===== config.mk =====
export PLATFORM = sky130hd
export DESIGN_NAME = differentiator
export DESIGN_NICKNAME = d
export VERILOG_FILES = /design/src/rtl/differentiator.sv
export SDC_FILE = /design/constraint.sdc
export NUM_CORES = 1
export LEC_CHECK = 0
export ABC_CLOCK_PERIOD_IN_PS = 2200
export CORE_MARGIN = 3
export CORE_UTILIZATION = 51
export DETAILED_ROUTE_END_ITERATION = 8
export PLACE_DENSITY_LB_ADDON = 0.2
export SLEW_MARGIN = 25
export SYNTH_ARGS = -nofsm -noshare
export SYNTH_HDL_FRONTEND = slang
export SYNTH_SLANG_ARGS = --single-unit

===== constraint.sdc =====
create_clock -name clk -period 2.2 [get_ports clk]
set_input_delay 0.33 -clock clk [delete_from_list [all_inputs] [get_ports clk]]
set_output_delay 0.33 -clock clk [all_outputs]
set_load 0.01 [all_outputs]

===== src/rtl/differentiator.sv =====
`timescale 1ns/1ps
// -----------------------------------------------------------------------------
// differentiator
//   Discrete-time differentiator. Takes sfix22_En20 samples and produces the
//   saturated, GAIN-scaled backward difference in sfix22_En10. An optional
//   first-order low-pass (alpha = 2^-ALPHA_SHIFT) smooths the output.
//   Three pipeline stages, one output per accepted input, no back-pressure.
//
// Ports
//   clk        system clock, rising edge
//   reset      asynchronous, active-low reset
//   clear      synchronous flush back to the EMPTY state
//   in_valid   In carries a sample this cycle
//   In         signed sample, sfix22_En20
//   out_valid  one-cycle pulse, Out updated this cycle
//   Out        signed derivative, sfix22_En10, held between pulses
// -----------------------------------------------------------------------------
module differentiator #(
  parameter int unsigned GAIN        = 1024,
  parameter int unsigned ALPHA_SHIFT = 0
) (
  input  logic               clk,
  input  logic               reset,
  input  logic               clear,
  input  logic               in_valid,
  input  logic signed [21:0] In,
  output logic               out_valid,
  output logic signed [21:0] Out
);

  typedef enum logic [0:0] {
    ST_EMPTY = 1'b0,
    ST_RUN   = 1'b1
  } state_t;

  localparam logic signed [35:0] GAIN_W = 36'(GAIN);

  // Clamp a wide signed value into the 22-bit signed range.
  function automatic logic signed [21:0] sat22(input logic signed [35:0] v);
    logic signed [21:0] r;
    if (v > 36'sd2097151) begin
      r = 22'sh1FFFFF;
    end else if (v < -36'sd2097152) begin
      r = 22'sh200000;
    end else begin
      r = v[21:0];
    end
    return r;
  endfunction

  state_t             state_r;
  logic signed [21:0] x_prev_r;
  logic signed [22:0] diff_r;
  logic signed [21:0] d_r;
  logic signed [21:0] y_r;
  logic               v1_r;
  logic               v2_r;
  logic               v3_r;

  logic               accept_s;
  logic signed [22:0] diff_s;
  logic signed [35:0] prod_s;
  logic signed [35:0] scaled_s;
  logic signed [21:0] d_next_s;
  logic signed [22:0] e_s;
  logic signed [22:0] e_sh_s;
  logic signed [21:0] y_next_s;

  // Input acceptance and backward difference; the very first sample after
  // EMPTY has no predecessor, so it contributes a zero difference.
  always_comb begin
    accept_s = in_valid & ~clear;
    diff_s   = 23'sd0;
    if (state_r == ST_RUN) begin
      diff_s = {In[21], In} - {x_prev_r[21], x_prev_r};
    end else begin
      diff_s = 23'sd0;
    end
  end

  // Scaling: En20 * GAIN, floor-shift to En10, clamp to 22 bits.
  // A 23-bit difference times a 12-bit gain fits well inside 36 bits.
  always_comb begin
    prod_s   = $signed({{13{diff_r[22]}}, diff_r}) * GAIN_W;
    scaled_s = prod_s >>> 10;
    d_next_s = sat22(scaled_s);
  end

  // Smoothing: y moves a 2^-ALPHA_SHIFT fraction of the way toward d.
  always_comb begin
    e_s      = {d_r[21], d_r} - {y_r[21], y_r};
    e_sh_s   = e_s >>> ALPHA_SHIFT;
    y_next_s = d_r;
    if (ALPHA_SHIFT == 32'd0) begin
      y_next_s = d_r;
    end else begin
      y_next_s = sat22($signed({{14{y_r[21]}}, y_r}) + $signed({{13{e_sh_s[22]}}, e_sh_s}));
    end
  end

  // FSM, sample history and the three pipeline stages.
  always_ff @(posedge clk or negedge reset) begin
    if (!reset) begin
      state_r  <= ST_EMPTY;
      x_prev_r <= 22'sd0;
      diff_r   <= 23'sd0;
      d_r      <= 22'sd0;
      y_r      <= 22'sd0;
      v1_r     <= 1'b0;
      v2_r     <= 1'b0;
      v3_r     <= 1'b0;
    end else if (clear) begin
      state_r  <= ST_EMPTY;
      x_prev_r <= 22'sd0;
      diff_r   <= 23'sd0;
      d_r      <= 22'sd0;
      y_r      <= 22'sd0;
      v1_r     <= 1'b0;
      v2_r     <= 1'b0;
      v3_r     <= 1'b0;
    end else begin
      v1_r <= accept_s;
      v2_r <= v1_r;
      v3_r <= v2_r;
      if (accept_s) begin
        x_prev_r <= In;
        diff_r   <= diff_s;
        state_r  <= ST_RUN;
      end else begin
        x_prev_r <= x_prev_r;
        diff_r   <= diff_r;
        state_r  <= state_r;
      end
      if (v1_r) begin
        d_r <= d_next_s;
      end else begin
        d_r <= d_r;
      end
      if (v2_r) begin
        y_r <= y_next_s;
      end else begin
        y_r <= y_r;
      end
    end
  end

  assign Out       = y_r;
  assign out_valid = v3_r;

endmodule

==> results of run 1 <==
layout make-up:
| type | count | area [sq um] |
|---|---|---|
| Fill cell | 738 | 2780 |
| Multi-Input combinational cell | 346 | 2380 |
| Sequential cell | 93 | 2330 |
| Timing Repair Buffer | 116 | 1000 |
| Tap cell | 108 | 135 |
| Clock buffer | 9 | 124 |
| Inverter | 26 | 97.6 |
| Clock inverter | 6 | 93.8 |
timing repair:
action	CTS	global route
pin swaps	5	23
cloned	0	0
endpoints found under the setup margin	10	12
hold buffers	1	0
resized for setup	10	19
hold endpoints to repair	26	0
buffers inserted	3	5
synth_stat cells (all sizes together), types with 2 or more instances:
library cell	instances	area (sq um)
a21o	4	30.0
o21a	2	15.0
dfrtp	93	2330
nand4	3	18.8
o211ai	2	20.0
buf	5	22.5
nor3	20	100
nand2	38	143
o21bai	2	15.0
nor2b	6	37.5
xor2	9	78.8
nand3	5	25.0
mux2i	46	460
xnor2	10	87.6
inv	26	97.6
nand2b	2	12.5
a21oi	37	185
nor2	78	293
o21ai	30	150
o211a	2	20.0
ha	22	275
a211oi	3	27.5
a221o	2	20.0
a31oi	5	31.3
o31ai	3	46.3
clkbuf	25	93.8
per-layer routing:
layer / wire [microns] / vias up
li1: - / 1885
met1: 4880 / 1742
met2: 4660 / 64
met3: 281 / 14
met4: 152 / 0
met5: 0 / -
worst paths after layout:
path,endpoint,slack [ns],startpoint
setup / recovery,diff_r[20],-0.13,x_prev_r[0]
hold / removal,x_prev_r[6],0.37,clear
setup reg to reg,diff_r[20],-0.13,x_prev_r[0]
hold reg to reg,diff_r[0],0.49,diff_r[0]
max in group asynchronous,diff_r[13],1.09,reset
min in group asynchronous,Out[2],0.42,reset
metrics by stage:
step	TNS (ns)	instances	setup slack [ns]	hold slack (ns)
floorplan	0	495	0.0462	0.0344
global placement	-5.76	680	-0.573	0.264
detailed placement	-6.72	680	-0.681	0.265
CTS	-0.626	699	-0.117	0.363
global route	-1.28	704	-0.219	0.385
finish	-0.444	704	-0.125	0.367
cell families after synthesis:
group / share of synthesized area
xor gates and xnor gates: 0.0347
AOI/OAI and AO/OA: 0.136
muxes: 0.0960
buffers and inverters: 0.0446
adders and majority gates: 0.0637
and+or+nand+nor: 0.140
DFF: 0.485
power by group through the flow:
stage / Sequential [uW] / Clock, uW / Combinational, uW
final: 1830 / 1260 / 870
after CTS: 1830 / 1300 / 825
after global routing: 1840 / 1370 / 960
after global placement: 1860 / 0 / 782
after detailed placement: 1860 / 0 / 796
after floorplan: 1850 / 0 / 472
state kept, by name, indices dropped and copies added, names as in the netlist:
name / count
d_r: 22
Out: 22
v2_r: 1
state_r: 1
diff_r: 23
out_valid: 1
v1_r: 1
x_prev_r: 22
worst register-to-register path, cell delays in order, from the launching register on:
cell      delay (ns)
dfrtp_1         0.43
ha_4            0.19
fa_2            0.39
nor2b_4         0.16
o31ai_4         0.08
a311oi_2        0.27
o211ai_2        0.17
buf_6           0.16
o31ai_4         0.17
xnor2_1         0.14
o21ai_1         0.07
==> flow_metrics.tcl, run 1 <==
set metrics [dict create \
    p_sw_uw 1100 \
    layout_commonest_cell "dfrtp_1" \
    drt_pre_antenna_iters 4 \
    vias_in_the_first_global_route 3775 \
    timing.critical_path.from_type "register" \
    grt_start_max_net_pins 56 \
    number_of_primary_i_o_pins 49 \
    coreArea_sq_mm 0.00893 \
    max-vdd-ir-drop_mv 0.316 \
    critical_path_required_ns 2.45 \
    place.detailed.hpwl_mm 7.26 \
    share_seq_of_total_power 0.462 \
    grt_usage 0.202 \
    dieHeight_microns 103 \
    power.static_leakage_uw 0.00288 \
    power_frac_comb 0.220 \
    synth_nets 544 \
    power-per-cell-area_mw_per_mm2 643 \
    drtAntennaViolNets 0 \
    ctsHtreeMaxLevel 3 \
    groute.layer.met2.usage 0.332 \
    layout-drive-gt1-share 0.183 \
    antenna-diode-count 0 \
    cts-buffers-inserted 9 \
    crit_arrival_ns 2.57 \
    cpMaxStageDelayCell "dfrtp_1" \
    min_period_ns 2.33 \
    timing.fmax_mhz 430 \
    final_design_utilization 0.689 \
    use_met3 0.0264 \
    cp.depth 10 \
    crit_chain "ha_4 -> fa_2 -> nor2b_4 -> o31ai_4 -> a311oi_2 -> o211ai_2 -> buf_6 -> o31ai_4 -> xnor2_1 -> o21ai_1" \
    ys_async_sr_fraction 1.00 \
    die-area_sq_mm 0.0106 \
    crit_top_cell "o31ai_4" \
    floorplan.initialDensity 0.537 \
    clock_path_buffers 2 \
    synth.lib_cells_used.distinct 46 \
    p_sw_frac 0.279 \
    finalInstanceArea_sq_mm 0.00615 \
    crit_path_max_delay_family "compound AO/OA/AOI/OAI gates" \
    num-nets-final 641 \
    fin_skew_ns 0.0154 \
    syn_inst 495 \
    grt_pass1_wl_mm 17.3 \
    dr_total_vias 3705 \
    cp_class "reg2reg" \
    final_critical_path_setup_slack_ns -0.125 \
    synth_sequential_area_ratio 0.485 \
    failing_checks "setup timing" \
    global_routing_met1_resource_utilization 0.281 \
    clock_latency_at_the_later_pin_of_the_worst_skew_pair_ns 0.36 \
    drt-wirelength-per-cell_microns 14.2 \
    vias_per_cell 5.26 \
    unrepaired_setup_endpoints_after_global_routing "yes" \
    slew-limit-headroom 0.628 \
    die_width_microns 103 \
    dr.first_iter.drc_count 101 \
    post-route-period-util 1.06 \
    clkPwrFrac 0.318 \
    cp.buffers_inverters 1 \
    cts_root_buffer "clkbuf_8" \
    ys_warn_count 0 \
    syn_avg_cell_area_sq_um 9.69 \
    placement.cell_area_sq_mm 0.00574 \
    antenna_found_initial 0 \
    total_power_uw 3950 \
    timing.final.max_slew_violations 0 \
    report.final.hold_viol_count 0 \
    grt_busiest_layer "met2" \
    grt_overflow 0 \
    synth_enable_flop_cells 0 \
    int_pwr_uw 2850 \
    final_cell_mix "dfrtp_1 (93), nor2_1 (77), buf_4 (66)" \
    whs_path_depth 2 \
    crit_fanout 3 \
    timing.final.setup_violations 8 \
    syn_to_final_growth_pct 28.4 \
    gpl.final_weighted_congestion 0.925 \
    cts_tree "built" \
    total_wire_length_mm 9.97 \
    cts.sinks 93 \
    worst-slew-pin-transition_ns 0.557 \
    remaining_drc_errors 0 \
    slowest_delay_ns 0.43 \
    max_cap_viol_count 0 \
    total_of_buffers_placed_on_input_and_output_ports 48 \
    reg2regPathDepth 10 \
    timing.hold.worst.class "in2reg" \
    ys_seq_elements 93 \
    rows 34 \
    status "finished, violations left" \
    post_synth_instance_area_sq_mm 0.00479 \
    crit_path_end_kind "register" \
    synth_flop_cell "dfrtp_1" \
    clk_transition_reported_paths_ns 0.10 \
]
(Power assumes the default switching activity.)
==> inputs of run 2 (changes only) <==
Settings changed: ABC_AREA from default to 1, CORE_UTILIZATION 51 to 52, SKIP_CTS_REPAIR_TIMING from default to 1.
==> run 2 against run 1 <==
  * Worst hold slack improved by 0.12 ns
  * Final area fell by 1.3%
  * Register-to-register slack improved by 0.46 ns
  * The run now ends clean
  * Die area rose by 4.2%
  * Combinational power fell by 16%
  * Setup slack improved by 0.37 ns
  * Clock-buffer cell count did not move
  * Synthesized cell count rose by 39%
==> flow_metrics.tcl, run 2 <==
set metrics [dict create \
    max-vdd-ir-drop_mv 0.283 \
    cts_root_buffer "clkbuf_8" \
    vias_in_the_first_global_route 4110 \
    crit_chain "clkdlybuf4s50_1 -> inv_1 -> ha_1 -> fa_1 -> inv_1 -> nand3_1 -> nand3_1 -> nand2_1 -> nand2_2 -> nand2_1 -> nand2_1 -> nand2_1 -> nand3_1 -> nand2_1" \
    cp.buffers_inverters 3 \
    cpMaxStageDelayCell "clkdlybuf4s50_1" \
    slowest_delay_ns 0.45 \
    grt_start_max_net_pins 44 \
    power-per-cell-area_mw_per_mm2 626 \
    ys_async_sr_fraction 1.00 \
    layout-drive-gt1-share 0.0795 \
    fillerInstances 861 \
    number_of_primary_i_o_pins 49 \
    total_wire_length_mm 11.0 \
    synth.area.top_cells "dfrtp_1 (46%), nand2_1 (15%), inv_1 (9.0%)" \
    place.detailed.hpwl_mm 8.48 \
    gpl.final_weighted_congestion 0.904 \
    placement.cell_area_sq_mm 0.00584 \
    cp.depth 14 \
    timing.fmax_mhz 512 \
    die-area_sq_mm 0.0110 \
    total_of_buffers_placed_on_input_and_output_ports 48 \
    grt_pass1_wl_mm 18.9 \
    syn_avg_cell_area_sq_um 7.43 \
    main_combinational_cell_family_by_area_after_synthesis "simple AND/OR/NAND/NOR gates" \
    post_synthesis_cell_type_with_the_largest_combined_area "dfrtp_1" \
    unrepaired_setup_endpoints_after_global_routing "no" \
    timing.critical_path.from_type "input pin" \
    clock_latency_at_the_later_pin_of_the_worst_skew_pair_ns 0.36 \
    synth_flop_cell "dfrtp_1" \
    synth_top_area_frac 0.456 \
    crit_top_cell "nand2_1" \
    regToRegSetupSlack_ns 0.33 \
    timing.final.setup_violations 0 \
    synth-simple-area-share 0.274 \
    max_cap_viol_count 0 \
    final_design_utilization 0.648 \
    critical_path_required_ns 2.45 \
    finalInstanceArea_sq_mm 0.00607 \
    min_period_ns 1.95 \
    layout_commonest_cell "nand2_1" \
    worst_r2r_startpoint "x_prev_r[2]" \
    syn_inst 688 \
    reg2regPathDepth 8 \
    dr.first_iter.drc_count 140 \
    crit_path_end_kind "register" \
    cp-startpoint "In[0]" \
    report.final.hold_viol_count 0 \
    synth_compound_gate_area_share 0.105 \
    worstSetupEndpoint "diff_r[16]" \
    syn_to_final_growth_pct 18.9 \
    regMostFlops "diff_r" \
    dieHeight_microns 105 \
    cts_tree "built" \
    ys_seq_elements 93 \
    crit_arrival_ns 2.20 \
    post_synth_most_frequent_cells "nand2_1 (201), inv_1 (122), dfrtp_1 (93), o21ai_0 (57), nand3_1 (51)" \
    crit_path_max_delay_family "simple AND/OR/NAND/NOR gates" \
    cts-buffers-inserted 9 \
    antenna-diode-count 0 \
    timing.hold.worst.class "reg2reg" \
    drt-wirelength-per-cell_microns 12.4 \
    clk_transition_reported_paths_ns 0.09 \
    synth_nets 737 \
    post-route-period-util 0.887 \
    fin_skew_ns 0.0171 \
    post_synth_instance_area_sq_mm 0.00511 \
    timing.rr.end "diff_r[7]" \
    synth_sequential_area_ratio 0.456 \
    clock_path_buffers 2 \
    grt_overflow 0 \
    rows 35 \
    multiplexer_fraction_of_the_synthesized_cell_area 0 \
    floorplan.initialDensity 0.545 \
    vias_per_cell 4.97 \
    coreArea_sq_mm 0.00937 \
    worst-slew-pin-transition_ns 0.644 \
    power.static_leakage_uw 0.00308 \
    ys_warn_count 0 \
    cts.sinks 93 \
    remaining_drc_errors 0 \
    final_cell_mix "nand2_1 (201), inv_1 (122), dfrtp_1 (93)" \
    synthXorXnorAreaFrac 0.00171 \
    grt_usage 0.210 \
    synth_enable_flop_cells 0 \
    synth.lib_cells_used.distinct 27 \
    timing.final.max_slew_violations 0 \
    slew-limit-headroom 0.570 \
    drtAntennaViolNets 0 \
    whs_path_depth 2 \
    stdcell_count 884 \
    placedCellCount 868 \
    cp_class "in2reg" \
    largest_register_ffs 23 \
    status "finished clean" \
    dr_total_vias 4395 \
    drt_pre_antenna_iters 4 \
    crit_fanout 4 \
    synth_adder_area_share 0.0578 \
    die_width_microns 105 \
    ctsHtreeMaxLevel 3 \
    dominant_cell_by_count_in_the_synthesized_netlist "nand2_1" \
    num-nets-final 800 \
    antenna_found_initial 0 \
]
## run 2: cell count changes in the layout (fill, tap and decap cells not counted), moves of 18 or more
cell and delta:
nand3_1 +46, nand2_1 +163, nor2_1 -29, o21ai_0 +41, inv_1 +96, mux2i_1 -46, o22ai_1 +22, a21oi_1 -18
buf_4 -44
## run 2: power breakdown
group | internal, uW | leakage (uW) | switching, uW
Sequential | 1760 | 0.00127 | 24.3
Clock | 646 | 0.000104 | 635
Combinational | 276 | 0.00170 | 457
Total | 2690 | 0.00308 | 1120
## run 2: per-layer routing
| metal | up-vias | global-route usage | share of wire | wire [microns] |
|---|---|---|---|---|
| met3 | 18 | 0.0389 | 0.036 | 400 |
| met5 | - | 0 | 0 | 0 |
| met1 | 2013 | 0.273 | 0.46 | 5090 |
| li1 | 2284 | - | - | - |
| met2 | 80 | 0.366 | 0.48 | 5280 |
| met4 | 0 | 0.0412 | 0.018 | 193 |
## run 2: stage by stage
step                      worst slack, ns  setup TNS, ns  total power, uW  hold WS, ns
after global placement            -0.0626         -0.148             2540        0.343
after detailed placement           -0.107         -0.411             2550        0.348
after floorplan                     0.474              0             2290       0.0344
after CTS                           0.272              0             3840      -0.0425
after global routing               0.0938              0             4020        0.511
final                               0.248              0             3800        0.491
## run 2: final cells by class
type	count	area, sq um	share of cell area
sequential	93	2330	0.383
clock buffer	9	124	0.0204
clock inverter	6	95.1	0.0157
timing repair buffer	71	666	0.110
multi-input combinational	453	2240	0.369
tap	129	161	0.0266
inverter	123	462	0.0760
## run 2: cells by family after synthesis
| logic type | Yosys count |
|---|---|
| and+or+nand+nor | 330 |
| buffers and inverters | 142 |
| AOI/OAI and AO/OA | 99 |
| DFF | 93 |
| adders and majority gates | 23 |
| xor gates and xnor gates | 1 |
## run 2: worst min-delay path by stage
| stage | startpoint | endpoint | slack (ns) |
|---|---|---|---|
| 2_1_floorplan | reset | Out[0] | 0.03 |
| 3_3_place_gp | reset | Out[5] | 0.34 |
| 3_5_place_dp | reset | Out[5] | 0.35 |
| 4_1_cts | reset | x_prev_r[1] | -0.04 |
| 5_1_grt | diff_r[2] | diff_r[2] | 0.51 |
| 6_report | diff_r[10] | diff_r[10] | 0.49 |
## run 2: worst register-to-register path, delay by kind of cell, from the launching register on
kind / cells / cell delay [ns]
AND/OR/NAND/NOR: 5 / 0.65
AO/OA/AOI/OAI: 1 / 0.36
flip-flops: 1 / 0.34
adder cells (fa/ha/maj): 1 / 0.34
buffers and inverters: 1 / 0.05
